--- src/rtl/hdmi_out_timing_gen_if.sv ---
// Pixel-FIFO read port and HDMI transmitter video bus of the output timing generator.
// The timing generator is the master; the FIFO/transmitter side is the slave.
interface hdmi_out_timing_gen_if;
  logic        pix_req;
  logic        pix_empty;
  logic [23:0] pix_data;
  logic [23:0] hdmi_out_data;
  logic        hdmi_out_hs;
  logic        hdmi_out_vs;
  logic        hdmi_out_de;

  modport master (
    output pix_req,
    output hdmi_out_data,
    output hdmi_out_hs,
    output hdmi_out_vs,
    output hdmi_out_de,
    input  pix_empty,
    input  pix_data
  );

  modport slave (
    input  pix_req,
    input  hdmi_out_data,
    input  hdmi_out_hs,
    input  hdmi_out_vs,
    input  hdmi_out_de,
    output pix_empty,
    output pix_data
  );
endinterface

--- src/rtl/hdmi_out_timing_gen.sv ---
// HDMI/DVI raster timing generator: requests pixels from the frame-buffer FIFO and drives
// aligned RGB/hs/vs/de to the transmitter, plus frame-start, frame-parity and underflow status.
module hdmi_out_timing_gen #(
  parameter int unsigned H_ACTIVE = 1280,
  parameter int unsigned H_FP     = 110,
  parameter int unsigned H_SYNC   = 40,
  parameter int unsigned H_BP     = 220,
  parameter int unsigned V_ACTIVE = 720,
  parameter int unsigned V_FP     = 5,
  parameter int unsigned V_SYNC   = 5,
  parameter int unsigned V_BP     = 20,
  parameter bit          HS_POL   = 1'b0,
  parameter bit          VS_POL   = 1'b0
) (
  input  logic                         iclk,
  input  logic                         s_rst_n,
  input  logic                         cfg_done,
  input  logic                         tx_en,
  input  logic                         clr_underflow,
  hdmi_out_timing_gen_if.master        vid,
  output logic                         frame_start,
  output logic                         frame_sel,
  output logic                         underflow,
  output logic                         busy
);

  localparam logic [11:0] H_LAST     = 12'(H_SYNC + H_BP + H_ACTIVE + H_FP - 1);
  localparam logic [11:0] H_SYNC_END = 12'(H_SYNC);
  localparam logic [11:0] H_ACT_BEG  = 12'(H_SYNC + H_BP);
  localparam logic [11:0] H_ACT_END  = 12'(H_SYNC + H_BP + H_ACTIVE);
  localparam logic [11:0] V_LAST     = 12'(V_SYNC + V_BP + V_ACTIVE + V_FP - 1);
  localparam logic [11:0] V_SYNC_END = 12'(V_SYNC);
  localparam logic [11:0] V_ACT_BEG  = 12'(V_SYNC + V_BP);
  localparam logic [11:0] V_ACT_END  = 12'(V_SYNC + V_BP + V_ACTIVE);
  localparam logic        HS_ON      = HS_POL;
  localparam logic        HS_OFF     = !HS_POL;
  localparam logic        VS_ON      = VS_POL;
  localparam logic        VS_OFF     = !VS_POL;

  typedef enum logic [1:0] {
    ST_IDLE  = 2'd0,
    ST_RUN   = 2'd1,
    ST_DRAIN = 2'd2
  } state_e;

  typedef struct packed {
    logic de;
    logic hs;
    logic vs;
    logic fs;
  } tim_t;

  state_e      state_q, state_d;
  logic [11:0] h_q, h_d, v_q, v_d;
  logic        last_s, flush_s, run_s;
  tim_t        tim_a_d, tim_a_q, tim_b_q;
  logic        emp_b_q;
  logic [23:0] data_q;
  logic        de_q, hs_q, vs_q, fs_q, sel_q, uf_q, busy_q;

  assign last_s  = (h_q == H_LAST) && (v_q == V_LAST);
  // Losing the transmitter configuration aborts the frame and discards everything in flight.
  assign flush_s = (state_q != ST_IDLE) && !cfg_done;

  always_comb begin
    state_d = state_q;
    case (state_q)
      ST_IDLE: begin
        if (cfg_done && tx_en) state_d = ST_RUN;
        else                   state_d = ST_IDLE;
      end
      ST_RUN: begin
        if (!cfg_done)   state_d = ST_IDLE;
        else if (!tx_en) state_d = last_s ? ST_IDLE : ST_DRAIN;
        else             state_d = ST_RUN;
      end
      ST_DRAIN: begin
        if (!cfg_done)   state_d = ST_IDLE;
        else if (last_s) state_d = tx_en ? ST_RUN : ST_IDLE;
        else             state_d = ST_DRAIN;
      end
      default: state_d = ST_IDLE;
    endcase
  end

  always_comb begin
    h_d = 12'd0;
    v_d = 12'd0;
    if ((state_q == ST_IDLE) || (state_d == ST_IDLE)) begin
      h_d = 12'd0;
      v_d = 12'd0;
    end else if (h_q == H_LAST) begin
      h_d = 12'd0;
      v_d = (v_q == V_LAST) ? 12'd0 : v_q + 12'd1;
    end else begin
      h_d = h_q + 12'd1;
      v_d = v_q;
    end
  end

  // Decode from next-state counters so the first pipeline stage is aligned with h_q/v_q.
  always_comb begin
    tim_a_d    = '0;
    run_s      = (state_d != ST_IDLE);
    tim_a_d.de = run_s && (h_d >= H_ACT_BEG) && (h_d < H_ACT_END)
                       && (v_d >= V_ACT_BEG) && (v_d < V_ACT_END);
    tim_a_d.hs = run_s && (h_d < H_SYNC_END);
    tim_a_d.vs = run_s && (v_d < V_SYNC_END);
    tim_a_d.fs = run_s && (h_d == 12'd0) && (v_d == 12'd0);
  end

  always_ff @(posedge iclk or negedge s_rst_n) begin
    if (!s_rst_n) begin
      state_q <= ST_IDLE;
      h_q     <= 12'd0;
      v_q     <= 12'd0;
      tim_a_q <= '0;
      busy_q  <= 1'b0;
    end else begin
      state_q <= state_d;
      h_q     <= h_d;
      v_q     <= v_d;
      tim_a_q <= tim_a_d;
      busy_q  <= (state_d != ST_IDLE);
    end
  end

  // Stage B waits for pix_data; the output stage applies sync polarity and underflow blanking.
  always_ff @(posedge iclk or negedge s_rst_n) begin
    if (!s_rst_n) begin
      tim_b_q <= '0;
      emp_b_q <= 1'b0;
      data_q  <= 24'd0;
      de_q    <= 1'b0;
      hs_q    <= HS_OFF;
      vs_q    <= VS_OFF;
      fs_q    <= 1'b0;
      sel_q   <= 1'b1;
    end else if (flush_s) begin
      tim_b_q <= '0;
      emp_b_q <= 1'b0;
      data_q  <= 24'd0;
      de_q    <= 1'b0;
      hs_q    <= HS_OFF;
      vs_q    <= VS_OFF;
      fs_q    <= 1'b0;
    end else begin
      tim_b_q <= tim_a_q;
      emp_b_q <= tim_a_q.de && vid.pix_empty;
      data_q  <= (tim_b_q.de && !emp_b_q) ? vid.pix_data : 24'd0;
      de_q    <= tim_b_q.de;
      hs_q    <= tim_b_q.hs ? HS_ON : HS_OFF;
      vs_q    <= tim_b_q.vs ? VS_ON : VS_OFF;
      fs_q    <= tim_b_q.fs;
      sel_q   <= sel_q ^ tim_b_q.fs;
    end
  end

  // A new empty read wins over a simultaneous clear.
  always_ff @(posedge iclk or negedge s_rst_n) begin
    if (!s_rst_n)                          uf_q <= 1'b0;
    else if (tim_a_q.de && vid.pix_empty)  uf_q <= 1'b1;
    else if (clr_underflow)                uf_q <= 1'b0;
    else                                   uf_q <= uf_q;
  end

  assign vid.pix_req       = tim_a_q.de;
  assign vid.hdmi_out_data = data_q;
  assign vid.hdmi_out_de   = de_q;
  assign vid.hdmi_out_hs   = hs_q;
  assign vid.hdmi_out_vs   = vs_q;
  assign frame_start       = fs_q;
  assign frame_sel         = sel_q;
  assign underflow         = uf_q;
  assign busy              = busy_q;

endmodule
--- src/flat_wrapper.sv ---
// flat-port wrapper written by rule: the top's interface ports become plain ports
module hdmi_out_timing_gen_flat 
#(
  parameter int unsigned H_ACTIVE = 1280,
  parameter int unsigned H_FP     = 110,
  parameter int unsigned H_SYNC   = 40,
  parameter int unsigned H_BP     = 220,
  parameter int unsigned V_ACTIVE = 720,
  parameter int unsigned V_FP     = 5,
  parameter int unsigned V_SYNC   = 5,
  parameter int unsigned V_BP     = 20,
  parameter bit          HS_POL   = 1'b0,
  parameter bit          VS_POL   = 1'b0
)
  (iclk, s_rst_n, cfg_done, tx_en, clr_underflow, frame_start, frame_sel, underflow, busy, vid_pix_req, vid_hdmi_out_data, vid_hdmi_out_hs, vid_hdmi_out_vs, vid_hdmi_out_de, vid_pix_empty, vid_pix_data);
  hdmi_out_timing_gen_if vid_i ();
  input  logic iclk;
  input  logic s_rst_n;
  input  logic cfg_done;
  input  logic tx_en;
  input  logic clr_underflow;
  output logic frame_start;
  output logic frame_sel;
  output logic underflow;
  output logic busy;
  output wire logic [$bits(vid_i.pix_req)-1:0] vid_pix_req;
  output wire logic [$bits(vid_i.hdmi_out_data)-1:0] vid_hdmi_out_data;
  output wire logic [$bits(vid_i.hdmi_out_hs)-1:0] vid_hdmi_out_hs;
  output wire logic [$bits(vid_i.hdmi_out_vs)-1:0] vid_hdmi_out_vs;
  output wire logic [$bits(vid_i.hdmi_out_de)-1:0] vid_hdmi_out_de;
  input wire logic [$bits(vid_i.pix_empty)-1:0] vid_pix_empty;
  input wire logic [$bits(vid_i.pix_data)-1:0] vid_pix_data;
  assign vid_pix_req = vid_i.pix_req;
  assign vid_hdmi_out_data = vid_i.hdmi_out_data;
  assign vid_hdmi_out_hs = vid_i.hdmi_out_hs;
  assign vid_hdmi_out_vs = vid_i.hdmi_out_vs;
  assign vid_hdmi_out_de = vid_i.hdmi_out_de;
  assign vid_i.pix_empty = vid_pix_empty;
  assign vid_i.pix_data = vid_pix_data;
  hdmi_out_timing_gen #(.H_ACTIVE(H_ACTIVE), .H_FP(H_FP), .H_SYNC(H_SYNC), .H_BP(H_BP), .V_ACTIVE(V_ACTIVE), .V_FP(V_FP), .V_SYNC(V_SYNC), .V_BP(V_BP), .HS_POL(HS_POL), .VS_POL(VS_POL)) u_core (.iclk(iclk), .s_rst_n(s_rst_n), .cfg_done(cfg_done), .tx_en(tx_en), .clr_underflow(clr_underflow), .vid(vid_i), .frame_start(frame_start), .frame_sel(frame_sel), .underflow(underflow), .busy(busy));
endmodule
--- config.mk ---
export PLATFORM = sky130hd
export DESIGN_NAME = hdmi_out_timing_gen_flat
export DESIGN_NICKNAME = d
export VERILOG_FILES = /design/src/rtl/hdmi_out_timing_gen_if.sv /design/src/rtl/hdmi_out_timing_gen.sv /design/src/flat_wrapper.sv
export SDC_FILE = /design/constraint.sdc
export NUM_CORES = 1
export LEC_CHECK = 0
export CAP_MARGIN = 20
export CORE_ASPECT_RATIO = 0.5
export CORE_MARGIN = 1
export CORE_UTILIZATION = 45
export CTS_BUF_LIST = sky130_fd_sc_hd__clkbuf_8 sky130_fd_sc_hd__clkbuf_16
export CTS_CLUSTER_SIZE = 12
export DETAILED_ROUTE_END_ITERATION = 12
export PLACE_DENSITY_LB_ADDON = 0.05
export SLEW_MARGIN = 20
export SYNTH_ARGS = -nofsm -noshare
export SYNTH_HDL_FRONTEND = slang
export SYNTH_SLANG_ARGS = --single-unit
--- constraint.sdc ---
create_clock -name iclk -period 3.13 [get_ports iclk]
set_input_delay 0.313 -clock iclk [delete_from_list [all_inputs] [get_ports iclk]]
set_output_delay 0.313 -clock iclk [all_outputs]
set_load 0.005 [all_outputs]
== Word-level counts from Yosys, hierarchy flattened ==
Index checks and enable logic that the tools add are counted.

* Flip-flop bits (word level): 66
* Bits of input ports: 30
* Output and inout port bits: 32

* Add/subtract/negate cells: 2
* Order comparisons: 6
* Equality and inequality tests: 4
* Multiplexer cells: 25
* Bitwise operators: 1
* Reductions and logical operators: 23

{| class="wikitable"
|+ Operators by type and width
! operator !! number
|-
| $mux 12 || 5
|-
| $mux 24 || 2
|-
| $add 12x1->12 const B || 2
|-
| $logic_not 12->1 || 2
|-
| $logic_and 1x1->1 || 13
|-
| $eq 12x10->1 const B || 1
|-
| $eq 12x11->1 const B || 1
|-
| $ge 12x5->1 const B || 1
|-
| $ge 12x9->1 const B || 1
|-
| $lt 12x10->1 const B || 1
|-
| $lt 12x11->1 const B || 1
|-
| $lt 12x3->1 const B || 1
|-
| $lt 12x6->1 const B || 1
|-
| $mux 1 || 11
|-
| $mux 2 || 5
|-
| $pmux 2 s3 || 1
|-
| $reduce_bool 2->1 || 3
|-
| $logic_not 2->1 || 2
|-
| $mux 4 || 1
|-
| $eq 2x1->1 const B || 1
|-
| $eq 2x2->1 const B || 1
|-
| $logic_not 1->1 || 2
|-
| $logic_or 1x1->1 || 1
|-
| $xor 1x1->1 || 1
|}

== Logic depth before layout (Yosys ltp) ==
Gate-level depths: netlist (run 1).

* Depth in word-level cells: 14
* Gate-level depth with buffers: 10
* Mapped depth without buffers: 9

== Least setup slack after synthesis (run 1) ==
OpenSTA, ideal clock, no wires.

* Path kind: reg2reg
* From: register u_core.h_q[1]
* To: register u_core.tim_a_q, in the netlist u_core.vid.pix_req
* Setup time: 111 ps
* Arrival: 2300 ps
* Data required time: 3019 ps
* Path slack: 718 ps
* Stages on the path, launching flop included: 10
* Period minus slack after synthesis: 2412 ps
* Cells stage by stage: dfrtp_1 > inv_1 > ha_1 > nor3b_4 > nand3_1 > nor4_2 > xnor2_1 > nor3_1 > or3_1 > a2111oi_2

{| class="wikitable"
|+ RTL lines
! item !! RTL line !! source
|-
| start, declared || hdmi_out_timing_gen.sv:54 || <nowiki>logic [11:0] h_q, h_d, v_q, v_d;</nowiki>
|-
| start signal, assigned || hdmi_out_timing_gen.sv:115 || <nowiki>h_q <= 12'd0;</nowiki>
|-
| start signal, assigned || hdmi_out_timing_gen.sv:121 || <nowiki>h_q <= h_d;</nowiki>
|-
| end signal, assigned || hdmi_out_timing_gen.sv:123 || <nowiki>tim_a_q <= tim_a_d;</nowiki>
|-
| end, declared || hdmi_out_timing_gen.sv:56 || <nowiki>tim_t tim_a_d, tim_a_q, tim_b_q;</nowiki>
|}

==> summary.txt, run 1 <==
Outcome
  • Status: complete, but fails checks
  • Failing checks: negative hold slack

STA
  • Setup violators final: 0
  • Relative slew slack: a little under three fifths
  • Final min period: between 2 and 3 ns
  • Hold Vio Cnt, Final: 5
  • Setup TNS: 0 ns
  • Slew Limit Fails: 0
  • Final period util: a little under nine tenths
  • RSZ-0062 raised after global routing: no
  • Worst Skew: between 0.005 and 0.006 ns
  • Fmax: 0.374 GHz
  • Worst slew pin tran: 0.644 ns
  • Fin Hold WS: -0.00621 ns

Clock tree
  • Post-CTS Repair Setup Buffers: 0
  • Clock Tree Buf Depth: 2
  • CTS Hold Bufs: 0
  • CTS root buf: clkbuf_16
  • CTS Buf Count: 9
  • H-tree lvl count: 3
  • CTS resizes: 0
  • CTS tree: yes
  • Clock slew at reported path FFs: 0.05 ns
  • Clock sinks: 66
  • Later-pin clock latency in the skew report: between 0.3 and 0.4 ns

Drt
  • Post-DRT Antenna Nets: 0
  • Starting DRT DRC Count: around 110
  • DR WL/cell: roughly 15 um
  • Total routed wirelength: between 6000 and 7000 um
  • DRC: 0
  • Vias: 2421
  • Routed vias/inst: roughly 5.3
  • Pre-Repair DR Iteration Count: 4

Logic synthesis
  • Post-synth EDFFs: 0
  • Post-synth ARST share: 100%
  • Compound-Gate Fraction of Synth Area: 9.09%
  • Area share of fa/ha/maj cells after synthesis: between 1.5 and 2%
  • Synth warnings: 0
  • Sequential area share after synthesis: a little over half
  • Post-synthesis mux area share: 0%
  • Mapped Area: 3140 um^2
  • Net Count, Synth: ~330
  • Ys flop type: dfrtp_1
  • Largest family of logic cells by synthesized area: simple AND/OR/NAND/NOR gates
  • Simple-gate share of the synthesized area: between 20% and 30%
  • Yosys reg bits: 66
  • Cell accounting for the most synthesized area: dfrtp_1
  • Largest cells by area after synthesis: dfrtp_1 50%, and2_1 6.4%, xnor2_1 3.6%
  • Top-count cell post-synth: dfrtp_1
  • Syn_area_per_cell: 10.6 um^2
  • Synth top area share: between 50 and 60%
  • Synth unique cells: 52
  • Top cells by count, synth: 63 x dfrtp_1, 32 x and2_1, 30 x nor2_1, 18 x nand2_1, 13 x xnor2_1
  • Cells after synthesis: 295
  • Xor and xnor area share after synthesis: between 6 and 7%

Final layout
  • Final-stage net count: just under 400
  • Fin area: roughly 4100 um^2
  • Final std cells w/o fill: approximately 460
  • Area growth syn-to-layout: 31.9%
  • # diodes: 0
  • Reg area: 1660 um^2
  • Multi-input gate area: 1410 um^2
  • Share of post-route cells with drive strength above 1: ~9.1%
  • Fillers: between 500 and 600

Critical path
  • Worst setup SP type: register
  • Worst Setup End Kind: register
  • Reg2Reg Depth: 9
  • WP data arrival: just under 3 ns
  • Reg2reg start: u_core.h_q[1]
  • Crit-path max FO: 11
  • Critical Path RT: ~3.4 ns
  • CP Class: register to register
  • Crit path from: u_core.h_q[1]

Placed design
  • Placed cell count: 441
  • Dpl cell area: 3830 um^2
  • Port bufs: 61
  • Final GP Congestion: 0.896
  • Detail Placement HPWL: about 5000 um

Die
  • Row Count: 21
  • Initial Util: 46.8%
  • Core Area: roughly 6700 um^2
  • Die W: ~120 um
  • Die ar.: ~7300 um^2
  • Die H: a little over 60 um
  • Ports: slightly above 60

GRT
  • Antenna violations before repair: 0
  • Tot GR Track Use: around 20%
  • Number of global-route vias before repair: 2192
  • Largest net degree at the start of global routing: 50
  • Overflow after GRT: 0
  • First-pass GRT wire length: 10800 um

Hold path
  • HP Class: primary input to asynchronous set/reset pin

Pwr
  • Leakage: between 1.5 and 2 nW
  • Max VDD drop: roughly 0.26 mV
  • Pwr/cell area: between 400 and 500 nW/um^2

Job
  • Max-cap violation count: 0
-- report_power, final --
group | switching (W) | total (W) | internal, W
clock | 0.000340 | 0.000994 | 0.000654
sequential | 0.0000101 | 0.000891 | 0.000881
combinational | 0.0000509 | 0.000119 | 0.0000684
total | 0.000401 | 0.00200 | 0.00160
-- worst paths after layout --
path	end	slack (ns)
worst min-delay path	u_core.vid.hdmi_out_data[10]	-0.006
max in group asynchronous	u_core.h_q[6]	2.52
worst min register to register	u_core.vid.hdmi_out_hs	0.37
min in group iclk	u_core.vid.hdmi_out_hs	0.37
worst max register to register	u_core.vid.pix_req	0.45
worst max-delay path	u_core.vid.pix_req	0.45
-- per-layer routing --
layer  up-vias  GRT usage (%)  share of wire [%]
met3         8           7.04                7.6
met1      1155           27.3                 50
met5         -              0                  0
met2        85           29.7                 41
met4         0           6.43                1.2
li1       1173              -                  -
-- cell families (layout without fill, tap and decap cells) --
group,count (synthesis),after routing
simple gates,150,150
flops,66,66
compound gates,38,38
xor+xnor,22,22
buf+inv,15,84
fa+ha+maj,4,4
-- layout by cell type (no fill, tap or decap), types with 2 or more instances in the layout --
cell type        synthesis  final
dfrtp_1                 63     63
clkdlybuf4s50_1          0     60
and2_1                  32     32
nor2_1                  30     30
nand2_1                 18     18
xnor2_1                 13     13
and3_1                  10     10
nor3_1                  10     10
xor2_1                   9      9
clkbuf_16                0      9
nand4_1                  7      7
nand3_1                  7      7
o31ai_1                  6      6
and4_1                   6      6
o21ai_0                  6      6
nor2b_1                  6      5
a21oi_1                  5      5
buf_4                    0      5
inv_1                    4      4
nor4_1                   4      4
ha_1                     4      4
o211ai_1                 3      3
nand2b_1                 3      3
or3_1                    3      3
dfstp_2                  3      3
o311ai_0                 2      2
nor3b_1                  2      2
o31a_1                   2      2
a211oi_1                 2      2
a31oi_1                  2      2
clkbuf_8                 0      2
-- metrics by stage --
stage | utilization, % | setup slack [ns] | total power [W] | hold slack, ns
4_1_cts | 61.7 | 0.451 | 0.00203 | 0.209
2_1_floorplan | - | 0.718 | 0.000940 | 0.0174
3_3_place_gp | 57.1 | 0.525 | 0.00102 | 0.351
3_5_place_dp | 57.1 | 0.477 | 0.00103 | 0.362
6_report | 61.7 | 0.455 | 0.00200 | -0.00621
5_1_grt | 61.7 | 0.254 | 0.00209 | 0.0421
-- state kept, by name (all words and copies together) (netlist names), 2 cells and up --
register and cells:
u_core.v_q 12, u_core.tim_a_q 3, u_core.h_q 12, u_core.tim_b_q 4, u_core.vid.hdmi_out_data 24, u_core.state_q 2
-- layout make-up --
cell class                      instances  share of cell area, %
Sequential cell                        66                   40.0
Multi-Input combinational cell        214                   34.1
Timing Repair Buffer                   65                   15.4
Clock buffer                           11                   6.11
Tap cell                               92                   2.78
Clock inverter                          4                   1.24
Inverter                                4                  0.363
-- worst max-delay path: stages, from the launching register on --
cell and delay (ns):
dfrtp_1 0.42, inv_1 0.08, ha_1 0.13, nor3b_4 0.37
nand3_4 0.17, o21ai_4 0.35, a211oi_1 0.13, or2_0 0.23
or3_1 0.36, a2111oi_2 0.33
Note: power is estimated with default switching activity, not from simulation.
==> run 2: changes to the inputs <==
Settings changed: CORE_ASPECT_RATIO 0.5 to 0.6.
==> run 2 against run 1 <==
Net effect:
- clock skew rose by 0.00081 ns
- non-clock buffer count rose by 3
- global-route usage rose by 1.1 points
- critical path depth did not move
- sequential cell count did not move
- largest cell class unchanged
- die area fell by 0.12%
- hold slack got worse by 0.014 ns
- the run still ends with negative hold slack left
- final area rose by 2.1%
- utilization rose by 1.2 points
- setup slack got worse by 0.13 ns
==> summary.txt, run 2 (synthesis gave the netlist of run 1 again) <==
Critical path
  • CP Class: register to register
  • Critical Path RT: 3.34 ns (about the same)
  • CP top delay family: simple AND/OR/NAND/NOR gates
  • Worst Setup End Kind: register
  • Crit-path slowest cell: dfrtp_1
  • CP cell instances: inv_1, ha_1, nor3b_4, nand3_1, nor4_2, xnor2_1, nor3_1, or3_1, a2111oi_2
  • WP data arrival: 3.02 ns (+0.13 ns)
  • Largest stage delay on the critical path: 0.42 ns (about the same)
  • Crit-path max FO: 8 (-3)
  • Crit path buf inv count: 1 (unchanged)
  • Worst setup SP type: register

Clock tree
  • CTS resizes: 0 (unchanged)
  • CTS Hold Bufs: 0 (unchanged)
  • Clock sinks: 66 (unchanged)
  • Post-CTS Repair Setup Buffers: 0 (unchanged)
  • Clock Tree Buf Depth: 2 (unchanged)
  • Clock slew at reported path FFs: 0.06 ns (about the same)
  • H-tree lvl count: 3 (unchanged)
  • CTS Buf Count: 9 (unchanged)
  • CTS root buf: clkbuf_16
  • Later-pin clock latency in the skew report: 0.33 ns (about the same)
  • CTS tree: yes

Drt
  • DRC: 0 (unchanged)
  • Routed vias/inst: 5.33 (+0.30%)
  • Total routed wirelength: 7050 um (+3.9%)
  • Post-DRT Antenna Nets: 0 (unchanged)
  • DR WL/cell: 15.5 um (+4.2%)
  • Starting DRT DRC Count: 146 (+28%)
  • Vias: 2423 (+0.083%)
  • Pre-Repair DR Iteration Count: 4 (unchanged)

Placed design
  • Port bufs: 61 (unchanged)
  • Dpl cell area: 3840 um^2 (+0.43%)
  • Placed cell count: 439 (-0.45%)
  • Detail Placement HPWL: 5150 um (+2.4%)
  • Final GP Congestion: 0.902 (+0.67%)

Die
  • Die H: 66.7 um (+9.2%)
  • Die ar.: 7320 um^2 (-0.12%)
  • Die W: 110 um (-8.6%)
  • Initial Util: 46.8% (about the same)
  • Row Count: 23 (+9.5%)
  • Ports: 62 (unchanged)
  • Core Area: 6710 um^2 (about the same)

Pwr
  • Power Total: 0.00226 W (+13%)
  • Leakage: 1.76 nW (+2.7%)
  • Pwr/cell area: 536 nW/um^2 (+11%)
  • Max VDD drop: 0.370 mV (+41%)

GRT
  • First-pass GRT wire length: 11000 um (+1.2%)
  • Number of global-route vias before repair: 2057 (-6.2%)
  • Tot GR Track Use: 20.9% (+1.1 points)
  • Overflow after GRT: 0 (unchanged)
  • Antenna violations before repair: 0 (unchanged)
  • Largest net degree at the start of global routing: 47 (-6.0%)

Final layout
  • Final std cells w/o fill: 455 (-0.22%)
  • # diodes: 0 (unchanged)
  • Area growth syn-to-layout: 34.6%
  • Final-stage net count: 397 (+0.76%)
  • Most frequent cells in the layout: 63 x dfrtp_1, 60 x clkdlybuf4s50_1, 32 x and2_1, 30 x nor2_1, 18 x nand2_1
  • Fin area: 4220 um^2 (+2.1%)
  • Multi-input gate area: 1410 um^2 (-0.18%)
  • Commonest non-fill, non-tap cell in the layout: dfrtp_1
  • Post-layout util: 63.0% (+1.2 points)
  • Max FFs per register: 24 (unchanged)
  • Reg area: 1660 um^2 (unchanged)
  • Share of post-route cells with drive strength above 1: 9.78% (+0.72 points)
  • Fillers: 570 (+3.8%)

STA
  • Final period util: 89.5% (+4.1 points)
  • Fmax: 0.357 GHz (-4.5%)
  • Worst Skew: 0.00595 ns (+0.000809 ns)
  • RSZ-0062 raised after global routing: no
  • Setup violators final: 0 (unchanged)
  • Relative slew slack: 61.5% (+4.7 points)
  • Hold Vio Cnt, Final: 22 (+17)
  • Setup TNS: 0 ns (unchanged)
  • Slew Limit Fails: 0 (unchanged)
  • Final min period: 2.80 ns (+0.127 ns)
  • Worst slew pin tran: 0.577 ns (-0.0670 ns)
  • Fin Hold WS: -0.0206 ns (-0.0144 ns)

Job
  • Max-cap violation count: 0 (unchanged)

Outcome
  • Failing checks: negative hold slack
  • Status: complete, but fails checks

Hold path
  • HP Class: primary input to asynchronous set/reset pin
## run 2: changes by cell type in the layout (fill, tap and decap cells not counted), sizes merged
cell | previous run | this run
buf | 5 | 8
bufinv | 1 | 4
clkbuf | 11 | 10
clkinv | 2 | 0
inv | 4 | 5
## run 2: path summary, 6_finish.rpt
check | startpoint | end | slack [ns] | cells after the start
min in group iclk | u_core.tim_b_q[1] | u_core.vid.hdmi_out_vs | 0.36 | 1
worst max register to register | u_core.h_q[1] | u_core.vid.pix_req | 0.33 | 9
worst max-delay path | u_core.h_q[1] | u_core.vid.pix_req | 0.33 | 9
worst min register to register | u_core.tim_b_q[1] | u_core.vid.hdmi_out_vs | 0.36 | 1
worst min-delay path | s_rst_n | u_core.vid.hdmi_out_data[12] | -0.02 | 1
max in group asynchronous | s_rst_n | u_core.vid.hdmi_out_hs | 2.51 | 2
## run 2: area by class of cell
type | instances | share of cell area, %
clock inverters | 6 | 3.23
inverters | 4 | 0.356
flip-flops and latches | 66 | 39.2
repair buffers | 68 | 15.6
clock buffers | 10 | 5.66
well taps | 87 | 2.58
multi-input cells | 214 | 33.3
## run 2: report_power, final
part	total [W]	internal, W	leakage (nW)	switching [W]
combinational	0.000122	0.0000693	0.678	0.0000525
clock	0.00125	0.000883	0.179	0.000370
sequential	0.000890	0.000880	0.901	0.0000101
total	0.00226	0.00183	1.76	0.000433
## run 2: per-stage QoR
step | hold slack [ns] | worst slack, ns
2_1_floorplan | 0.0174 | 0.718
3_3_place_gp | 0.359 | 0.512
3_5_place_dp | 0.355 | 0.342
4_1_cts | 0.189 | 0.333
5_1_grt | 0.0186 | 0.0865
6_report | -0.0206 | 0.327
## run 2: per-layer routing
metal / up-vias / global-route usage [%] / part of all wire (%)
met2: 82 / 26.0 / 41
met5: - / 0 / 0
met1: 1162 / 30.8 / 51
li1: 1174 / - / -
met4: 0 / 8.17 / 0.78
met3: 5 / 8.81 / 7.7
